**config.mk**
```make
export PLATFORM = sky130hd
export DESIGN_NAME = ccc_lock_sequencer
export DESIGN_NICKNAME = d
export VERILOG_FILES = /design/src/rtl/ccc_lock_sequencer.sv
export SDC_FILE = /design/constraint.sdc
export NUM_CORES = 1
export LEC_CHECK = 0
export CAP_MARGIN = 10
export CORE_MARGIN = 2
export CORE_UTILIZATION = 50
export DETAILED_ROUTE_END_ITERATION = 7
export PLACE_DENSITY = 0.7
export SYNTH_ARGS = -nofsm -noshare
export SYNTH_HDL_FRONTEND = slang
export SYNTH_SLANG_ARGS = --single-unit
```
**constraint.sdc**
```tcl
create_clock -name CLK -period 5.91 [get_ports CLK]
set_input_delay 0.8865 -clock CLK [delete_from_list [all_inputs] [get_ports CLK]]
set_output_delay 0.8865 -clock CLK [all_outputs]
set_load 0.01 [all_outputs]
```
**src/rtl/ccc_lock_sequencer.sv**
```systemverilog
// CCC fabric PLL lock supervisor: synchronizes/filters FAB_LOCK and releases per-domain resets in a staggered order.
// Optional lock watchdog and LOCK_TIMEOUT flag are built only when CCC_LOCK_SEQ_WATCHDOG_EN is defined.
module ccc_lock_sequencer #(
  parameter int NUM_DOMAINS    = 3,
  parameter int LOCK_FILTER    = 16,
  parameter int STAGGER        = 4,
  parameter int TIMEOUT_CYCLES = 50000
) (
  input  logic                   CLK,
  input  logic                   RESET_N,
  input  logic                   FAB_LOCK,
  input  logic                   HOLD,
  input  logic                   CLR_STATUS,
  output logic [NUM_DOMAINS-1:0] RST_N,
  output logic                   READY,
  output logic [7:0]             LOCK_LOSS_CNT,
  output logic                   LOCK_TIMEOUT,
  output logic [1:0]             STATE
);

  // state     | meaning
  // WAIT_LOCK | all domains in reset, waiting for lock_s
  // FILTER    | counting consecutive lock_s samples
  // RELEASE   | releasing domains one per STAGGER cycles
  // RUN       | all domains released
  typedef enum logic [1:0] {
    WAIT_LOCK = 2'd0,
    FILTER    = 2'd1,
    RELEASE   = 2'd2,
    RUN       = 2'd3
  } state_t;

  if (NUM_DOMAINS < 1 || NUM_DOMAINS > 8 || LOCK_FILTER < 1 || LOCK_FILTER > 65535 ||
      STAGGER < 1 || STAGGER > 255 || TIMEOUT_CYCLES < 1 || TIMEOUT_CYCLES > 65535) begin : g_bad_param
    $error("ccc_lock_sequencer: parameter out of range");
  end

  localparam logic [16:0] FILT_LAST = 17'(LOCK_FILTER);
  localparam logic [8:0]  STAG_LAST = 9'(STAGGER);

  state_t                 state_q, state_d;
  logic                   sync_q, lock_s;
  logic [15:0]            filt_q, filt_d;
  logic [7:0]             stag_q, stag_d;
  logic [NUM_DOMAINS-1:0] rst_d, rst_next;
  logic                   ready_d;
  logic                   in_seq, loss_evt, rel_start;
  logic [16:0]            filt_inc;
  logic [8:0]             stag_inc;

  assign in_seq   = (state_q == RELEASE) || (state_q == RUN);
  assign filt_inc = {1'b0, filt_q} + 17'd1;
  assign stag_inc = {1'b0, stag_q} + 9'd1;
  assign rst_next = NUM_DOMAINS'({RST_N, 1'b1});
  assign STATE    = state_q;

  always_comb begin
    state_d   = state_q;
    filt_d    = filt_q;
    stag_d    = stag_q;
    rst_d     = RST_N;
    ready_d   = READY;
    loss_evt  = 1'b0;
    rel_start = 1'b0;
    if (HOLD || (in_seq && !lock_s)) begin
      loss_evt = in_seq && !lock_s;
      state_d  = WAIT_LOCK;
      filt_d   = '0;
      stag_d   = '0;
      rst_d    = '0;
      ready_d  = 1'b0;
    end else begin
      case (state_q)
        WAIT_LOCK: begin
          if (lock_s) begin
            filt_d = 16'd1;
            if (FILT_LAST == 17'd1) rel_start = 1'b1;
            else                    state_d   = FILTER;
          end
        end
        FILTER: begin
          if (!lock_s) begin
            state_d = WAIT_LOCK;
            filt_d  = '0;
          end else if (filt_inc >= FILT_LAST) begin
            rel_start = 1'b1;
          end else begin
            filt_d = filt_inc[15:0];
          end
        end
        RELEASE: begin
          if (stag_inc >= STAG_LAST) begin
            stag_d = '0;
            rst_d  = rst_next;
            if (&rst_next) begin
              state_d = RUN;
              ready_d = 1'b1;
            end
          end else begin
            stag_d = stag_inc[7:0];
          end
        end
        default: ;
      endcase
    end
    // Bit 0 rises on the edge that leaves the filter; a single domain is already fully released.
    if (rel_start) begin
      stag_d = '0;
      rst_d  = NUM_DOMAINS'(1);
      if (NUM_DOMAINS == 1) begin
        state_d = RUN;
        ready_d = 1'b1;
      end else begin
        state_d = RELEASE;
      end
    end
  end

  always_ff @(posedge CLK or negedge RESET_N) begin
    if (!RESET_N) begin
      sync_q        <= 1'b0;
      lock_s        <= 1'b0;
      state_q       <= WAIT_LOCK;
      filt_q        <= '0;
      stag_q        <= '0;
      RST_N         <= '0;
      READY         <= 1'b0;
      LOCK_LOSS_CNT <= '0;
    end else begin
      sync_q  <= FAB_LOCK;
      lock_s  <= sync_q;
      state_q <= state_d;
      filt_q  <= filt_d;
      stag_q  <= stag_d;
      RST_N   <= rst_d;
      READY   <= ready_d;
      if (CLR_STATUS)                             LOCK_LOSS_CNT <= '0;
      else if (loss_evt && LOCK_LOSS_CNT != 8'hFF) LOCK_LOSS_CNT <= LOCK_LOSS_CNT + 8'd1;
    end
  end

`ifdef CCC_LOCK_SEQ_WATCHDOG_EN
  localparam logic [15:0] WD_LAST = 16'(TIMEOUT_CYCLES);
  logic [15:0] wd_q;
  logic        timeout_q;

  // Counter parks at the limit so the flag can be cleared without re-arming until lock progress resets it.
  always_ff @(posedge CLK or negedge RESET_N) begin
    if (!RESET_N) begin
      wd_q      <= '0;
      timeout_q <= 1'b0;
    end else begin
      if (HOLD || rel_start) begin
        wd_q <= '0;
      end else if ((state_q == WAIT_LOCK || state_q == FILTER) && wd_q != WD_LAST) begin
        wd_q <= wd_q + 16'd1;
        if (wd_q + 16'd1 == WD_LAST) timeout_q <= 1'b1;
      end
      if (CLR_STATUS) timeout_q <= 1'b0;
    end
  end

  assign LOCK_TIMEOUT = timeout_q;
`else
  assign LOCK_TIMEOUT = 1'b0;
`endif

endmodule

```
# Word-level counts from Yosys, hierarchy flattened
# Cells that the tools add are included.
# op_classes
n_addsub	3
mul	0
n_div	0
order_cmp	2
n_eq_ne	10
n_shift	0
muxes	31
bitwise	0
n_reduce_logical	19
# op_table
operator	n
two-way mux 16 bit	4
two-way mux 8 bit	6
case mux 16 bit (2 select lines)	1
adder 16 x 1 -> 17 bit, second input constant	1
>= comparator 17 x 5 -> 1 bit, second input constant	1
two-way mux 2 bit	6
two-way mux 3 bit	4
inequality test 4 bit, second input constant	3
adder 8 x 1 -> 9 bit, second input constant	1
>= comparator 9 x 3 -> 1 bit, second input constant	1
two-way mux 1 bit	9
nonzero test 3 bit	3
adder 8 x 1 -> 8 bit, second input constant	1
inequality test 4 x 2 -> 1 bit, second input constant	2
inequality test 8 bit, second input constant	1
nonzero test 2 bit	4
case mux 2 bit (3 select lines)	1
AND reduction 3 bit	2
AND reduction 5 bit	1
nonzero test 5 bit	1
== test 2 bit, second input constant	2
AND reduction 2 bit	2
inequality test 3 bit, second input constant	1
== test 2 x 1 -> 1 bit, second input constant	1
other kinds (4)	6
# word_totals
regBits	40
latch_bits	0
ram_bits	0
rom_bits	0
in_bits	5
output_inout_bits	15
elab_cells	73
memories	0

# Longest topological paths before layout
# Gate-level depths: netlist of the first run.
# depth
depth_word	8
depth_mapped	8
ltp_nobuf	7

# Least setup slack after synthesis of the first run
# Ideal clock, no wire load.
# synth_path
path_type	reg-to-reg
startpoint	register filt_q[1]
endpoint	register filt_q[2]
setup_time_ns	0.124
t_arrival_ns	2.057
t_required_ns	5.786
setup_slack_ns	3.729
path_stages_with_launch	8
n_path_buf	0
synth_period_minus_slack_ns	2.181
path_cell_list	dfrtp_1 -> ha_1 -> and3_2 -> a311o_2 -> o21ai_0 -> o2111a_2 -> a31oi_1 -> a211o_1
# synth_via
elab_chain_len	5
word_cells_on_any_way	8
classes_between	add/sub (1); order compare (1); eq/ne (1); mux (4); reduce/logical (1)
# synth_lines
element	line_no	rtl
from (decl)	43	logic [15:0] filt_q, filt_d;
from (signal assigned)	133	filt_q <= filt_d;
adder 16 x 1 -> 17 bit (*)	52	assign filt_inc = {1'b0, filt_q} + 17'd1;
parallel branches: the longest is 4 deep, another holds >= comparator 17 x 5 -> 1 bit	--	
# Mark *: on every way between the ends. The select of a mux whose other input is x is not followed.
# A chain may end at the register's enable or synchronous reset.

# Worst setup path in the final report of the first run
# layout_path
startpoint	register filt_q[0]
endpoint	register RST_N[1]
# layout_via
elab_chain_len	8
word_cells_on_any_way	10
classes_between	add/sub (1); order compare (1); mux (5); reduce/logical (3)
# layout_lines
element	line_no	rtl
adder 16 x 1 -> 17 bit (*)	52	
>= comparator 17 x 5 -> 1 bit (*)	85	end else if (filt_inc >= FILT_LAST) begin
two-way mux 1 bit (*)	85	
two-way mux 1 bit (*)	82	if (!lock_s) begin
two-way mux 1 bit (*)	73	case (state_q)
two-way mux 1 bit (*)	65	if (HOLD || (in_seq && !lock_s)) begin
nonzero test 3 bit (no source line)	--	
AND reduction 2 bit (no source line)	--	
to (signal assigned)	135	RST_N <= rst_d;
to (decl)	14	output logic [NUM_DOMAINS-1:0] RST_N,
# Every way passes the cells marked *; elsewhere a longest branch is shown, timed or not.

==> results of run 1 <==
## power by group
| group | internal (uW) | leakage (uW) | switching (uW) |
|---|---|---|---|
| Clock | 125 | 0.0000541 | 95.9 |
| Sequential | 275 | 0.000552 | 3.27 |
| Combinational | 5.89 | 0.000422 | 12.5 |
## Yosys cell counts, types with 3 or more instances
master / n
and3_1: 9
nand2_1: 18
a31oi_1: 3
nor3b_1: 3
ha_1: 4
dfrtp_1: 40
nand3_1: 6
clkbuf_1: 3
a21oi_1: 11
mux2i_1: 5
or3_1: 3
nand4_1: 4
a21boi_1: 13
nor3_1: 5
o21ai_0: 8
xor2_1: 4
nor2_1: 16
nor2b_1: 4
## cell families after synthesis
group | after synthesis | share of synthesized area
fa+ha+maj | 4 | 0.0238
xor+xnor | 6 | 0.0250
other cells | 1 | 0.00179
buf+inv | 8 | 0.0238
mux | 5 | 0.0238
simple gates | 86 | 0.226
flops | 40 | 0.477
compound gates | 54 | 0.198
## how the worst max path moves through the flow
stage / startpoint / to / slack, ns / cells after the start
global placement: filt_q[0] / RST_N[2] / 3.53 / 7
global route: filt_q[0] / RST_N[1] / 3.23 / 7
finish: filt_q[0] / RST_N[1] / 3.38 / 7
floorplan: filt_q[1] / filt_q[2] / 3.73 / 7
detailed placement: filt_q[0] / RST_N[1] / 3.43 / 7
CTS: filt_q[0] / RST_N[1] / 3.41 / 7
## registers in the layout (all words and copies together), names as in the netlist
register       count
STATE              2
RST_N              3
sync_q             1
READY              1
stag_q             8
filt_q            16
LOCK_LOSS_CNT      8
lock_s             1
## per-stage QoR
step	worst slack, ns	total power [uW]	instance area [sq um]	util	instances
2_1_floorplan	3.73	294	2100	-	204
3_3_place_gp	3.53	302	2290	0.570	265
3_5_place_dp	3.43	303	2290	0.570	265
4_1_cts	3.41	525	2410	0.597	273
5_1_grt	3.23	539	2410	0.597	273
6_report	3.38	518	2410	0.597	273
## layer usage
| metal | track usage | routed length, um | vias to the layer above |
|---|---|---|---|
| li1 | - | - | 784 |
| met2 | 0.332 | 2050 | 34 |
| met1 | 0.273 | 1950 | 805 |
| met5 | 0 | 0 | - |
| met3 | 0.0390 | 164 | 8 |
| met4 | 0.0882 | 76 | 0 |
## layout make-up
cell class	count	area share
Clock inverter	3	0.0177
Sequential cell	40	0.416
Timing Repair Buffer	19	0.0759
Tap cell	50	0.0260
Multi-Input combinational cell	156	0.436
Clock buffer	5	0.0286
==> impl_metrics.toml, run 1 <==
[setup_path]
slowest_delay_ns = 0.48
path_delay_family = "compound AO/OA/AOI/OAI gates"
r2r-end = "RST_N[1]"
ff2ff_path_depth = 7
r2r-start = "filt_q[0]"
crit_chain = "ha_1, and3_2, a311o_2, o21ai_0, o2111ai_2, o21ai_4, nor3b_1"
worstSetupPathType = "reg -> reg"
r2r_setup_slack_ns = 3.38
worstSetupStartpointType = "flop"
slowest_stage = "dfrtp_1"
cp_data_arrival_time_ns = 2.74
critPathBufInv = 0
required_ns = 6.12
endpoint_kind = "flop"
cp_max_fo = 15

[global_route]
grt_max_degree = 41
grt_first_pass_wirelength_um = 7220
track_usage = 0.206
grt_overflow = 0
antenna_found_initial = 0
first_global_vias = 1601

[logic_synthesis]
synth_nets = 213
synth_cells = 204
ys_dominant_reg_cell = "dfrtp_1"
yosys.area.top_type_share = 0.477
synth_seq_cells = 40
yosys.area.top_type = "dfrtp_1"
netlist_area_sq_um = 2100
ys_seq_area_frac = 0.477
synth_cell_types = 53
async_flop_share = 1.00
synth-edff-count = 0
avgSynthCellArea_sq_um = 10.3
synthTopCellsByArea = "dfrtp_1 (48%), a21boi_1 (4.6%), nand2_1 (3.2%), nor2_1 (2.9%), and3_1 (2.7%)"
ys_warn_count = 0

[placement]
gp_congestion = 0.731
hpwl_um = 2970
portBuffers = 18

[clocking]
cts_root_buffer = "clkbuf_8"
numCtsBuffers = 5
cts_resized = 0
cts_setup_buffers = 0
cts.sinks = 40
clk_pin_slew_ns = 0.08
postCtsHoldBufs = 0
cts_tree = "built"
htreeDepth = 2
clockBufferDepth = 2
clk_latency_ns = 0.29

[route]
initialDrtViolationCount = 67
post_drt_wl_per_cell_um = 15.5
drc = 0
dr.pass1.iters = 4
via_count = 1631
wl_um = 4230
viasPerCell = 5.97
ant_nets = 0

[floorplanning]
rows = 23
io_pins = 20
die_w_um = 68.8
core_area_sq_um = 4030
initial_core_util = 0.521
die_h_um = 68.8
dieArea_sq_um = 4730

[min_path]
hp-class = "reg -> reg"
worstHoldStart = "sync_q"
hold_end = "lock_s"
hold_depth = 0

[final_layout]
seq_area_sq_um = 1000
syn2layout_area_growth_pct = 14.6
final_cell_mix = "dfrtp_1 (40), nand2_1 (18), clkdlybuf4s50_1 (17)"
n_fill_cell = 342
multi_input_area_sq_um = 1050
layout_commonest_cell = "dfrtp_1"
final_nets = 231
antenna-diode-count = 0
drive_above_1_share = 0.121

[sta]
timing.hold.ws_ns = 0.364
finalHoldViolCount = 0
fin_crit_sh = 0.428
min_period_ns = 2.53
finClkSkew_ns = 0.00374
rsz0062_at_grt = "no"
tns_ns = 0
slew_headroom = 0.416
setup_violations = 0
slew_violations = 0
clock.fmax_ghz = 0.395
worst_slew_pin_slew_ns = 0.875

[pwr]
p_per_area_nw_per_um2 = 215
vdd_drop_max_mv = 0.135
leakage_uw = 0.00103

[run_status]
status = "complete, no violations"

[flow_run]
drv_cap = 0
No activity file was read; power rests on OpenSTA's default activity.
==> inputs of run 2 (changes only) <==
--- a/config.mk
+++ b/config.mk
@@ -9,7 +9,7 @@
 export CORE_MARGIN = 2
 export CORE_UTILIZATION = 50
 export DETAILED_ROUTE_END_ITERATION = 7
-export PLACE_DENSITY = 0.7
+export PLACE_DENSITY = 0.73
 export SYNTH_ARGS = -nofsm -noshare
 export SYNTH_HDL_FRONTEND = slang
 export SYNTH_SLANG_ARGS = --single-unit
==> constraint.sdc (replaced) <==
create_clock -name CLK -period 2.2 [get_ports CLK]
set_input_delay 0.33 -clock CLK [delete_from_list [all_inputs] [get_ports CLK]]
set_output_delay 0.33 -clock CLK [all_outputs]
set_load 0.01 [all_outputs]
==> run 2 against run 1 <==
First-iteration DRC count increased by 130%. Combinational power increased to 3.7 times the previous value. Final cell count rose by 9.2%. Core utilization grew 7.0 points. Via count rose by 9.9%. Worst hold slack worse by 0.22 ns. Design area is 12% higher. Sequential power grew to 2.7 times the previous value. Flip-flop and latch count unchanged. Maximum frequency increased by 17%. Routed wire length up 21%. Die area unchanged.
==> impl_metrics.toml, run 2 (synthesis results as in run 1) <==
[global_route]
grt_max_degree = 41
antenna_found_initial = 0
grt_overflow = 0
track_usage = 0.221
grt_first_pass_wirelength_um = 7530
first_global_vias = 1582

[clocking]
postCtsHoldBufs = 0
htreeDepth = 2
cts_tree = "built"
numCtsBuffers = 5
clockBufferDepth = 2
cts_root_buffer = "clkbuf_8"
clk_pin_slew_ns = 0.09
clk_latency_ns = 0.30
cts.sinks = 40

[sta]
finClkSkew_ns = 0.0124
min_period_ns = 2.16
slew_violations = 0
setup_violations = 0
fin_crit_sh = 0.981
worst_slew_pin_slew_ns = 0.876
finalHoldViolCount = 0
fin_ws_ns = 0.0416
clock.fmax_ghz = 0.463
tns_ns = 0
slew_headroom = 0.416

[setup_path]
worstSetupPathType = "reg -> reg"
crit_chain = "buf_6, nand4_4, buf_4, and3_2, o21ai_0, o41ai_2, buf_4, a32oi_1, o21ai_0"
endpoint_kind = "flop"
cp_data_arrival_time_ns = 2.33
critPathBufInv = 3
cp-startpoint = "filt_q[1]"
path_delay_family = "compound AO/OA/AOI/OAI gates"
slowest_delay_ns = 0.39
worstSetupStartpointType = "flop"
cp_max_fo = 5
slowest_stage = "dfrtp_1"
r2r-start = "filt_q[1]"
required_ns = 2.37

[final_layout]
instances_no_fill = 298
antenna-diode-count = 0
final_nets = 256
drive_above_1_share = 0.258
largestRegisters = "filt_q x16, LOCK_LOSS_CNT x8, stag_q x8"
layout_commonest_cell = "dfrtp_1"
largest-register = "filt_q"
largest_reg_flops = 16
n_fill_cell = 289
final_cell_area_sq_um = 2690
final_cell_mix = "dfrtp_1 (36), buf_4 (24), nand2_1 (17), clkdlybuf4s50_1 (17), nor2_1 (16)"
syn2layout_area_growth_pct = 28.1

[flow_run]
drv_cap = 0

[route]
via_count = 1792
drc = 0
ant_nets = 0
met1_length_um = 2250
initialDrtViolationCount = 151
wl_met3_um = 325
dr.pass1.iters = 4
dr.max_layer_used = "met4"
wl_um = 5140
post_drt_wl_per_cell_um = 17.2
wl_met2_um = 2510
viasPerCell = 6.01

[placement]
hpwl_um = 3230
placed_area_sq_um = 2400
portBuffers = 18
dp_slack_ns = -0.0568
dp_cells = 279
gp_congestion = 0.906

[min_path]
hp-class = "in -> async"

[run_status]
status = "complete, no violations"

[floorplanning]
initial_core_util = 0.521
dieArea_sq_um = 4730
io_pins = 20
die_w_um = 68.8
rows = 23
core_area_sq_um = 4030
die_h_um = 68.8

[pwr]
p_total_uw = 1410
vdd_drop_max_mv = 0.361
leakage_uw = 0.00120
p_per_area_nw_per_um2 = 525
## run 2: worst register-to-register path, cell delays in order (launching register included)
cell and delay [ns]:
dfrtp_1 0.39, buf_6 0.13, nand4_4 0.13, buf_4 0.18, and3_2 0.19, o21ai_0 0.27
o41ai_2 0.22, buf_4 0.20, a32oi_1 0.20, o21ai_0 0.13
## run 2: routing by layer
metal	up-vias	track usage
met5	-	0
met3	6	0.0617
met2	68	0.340
met4	0	0.0858
met1	882	0.297
li1	836	-
## run 2: path summary, 6_finish.rpt
path / cells past startpoint / slack (ns) / endpoint
max: 9 / 0.04 / filt_q[3]
max in group asynchronous: 1 / 1.44 / filt_q[4]
min reg2reg: 0 / 0.38 / lock_s
max reg2reg: 9 / 0.04 / filt_q[3]
min: 1 / 0.14 / filt_q[3]
min in group CLK: 0 / 0.38 / lock_s
## run 2: metrics by stage
| stage | util | hold WS [ns] |
|---|---|---|
| floorplan | - | 0.0344 |
| finish | 0.667 | 0.139 |
| detailed placement | 0.596 | 0.361 |
| global placement | 0.596 | 0.365 |
| CTS | 0.629 | 0.174 |
| global route | 0.667 | 0.221 |
## run 2: layout make-up
type | instances | area, sq um | area share
tap | 50 | 62.6 | 0.0233
multi-input combinational | 156 | 1130 | 0.422
clock inverter | 2 | 35.0 | 0.0130
timing repair buffer | 44 | 378 | 0.141
sequential | 40 | 1010 | 0.374
clock buffer | 6 | 72.6 | 0.0270
## run 2: what timing repair did
| item | CTS | global route |
|---|---|---|
| setup buffers | 1 | 10 |
| resized for setup | 4 | 18 |
| pin swaps | 1 | 8 |
| gates cloned | 0 | 0 |
| setup endpoints to repair | 10 | 26 |
| hold endpoints to repair | 0 | 0 |
## run 2: where the power goes
group	internal (uW)	leakage [uW]	switching (uW)	total (uW)
combinational	24.8	0.000597	43.7	68.5
sequential	739	0.000545	6.29	746
clock	337	0.0000552	261	598
total	1100	0.00120	311	1410
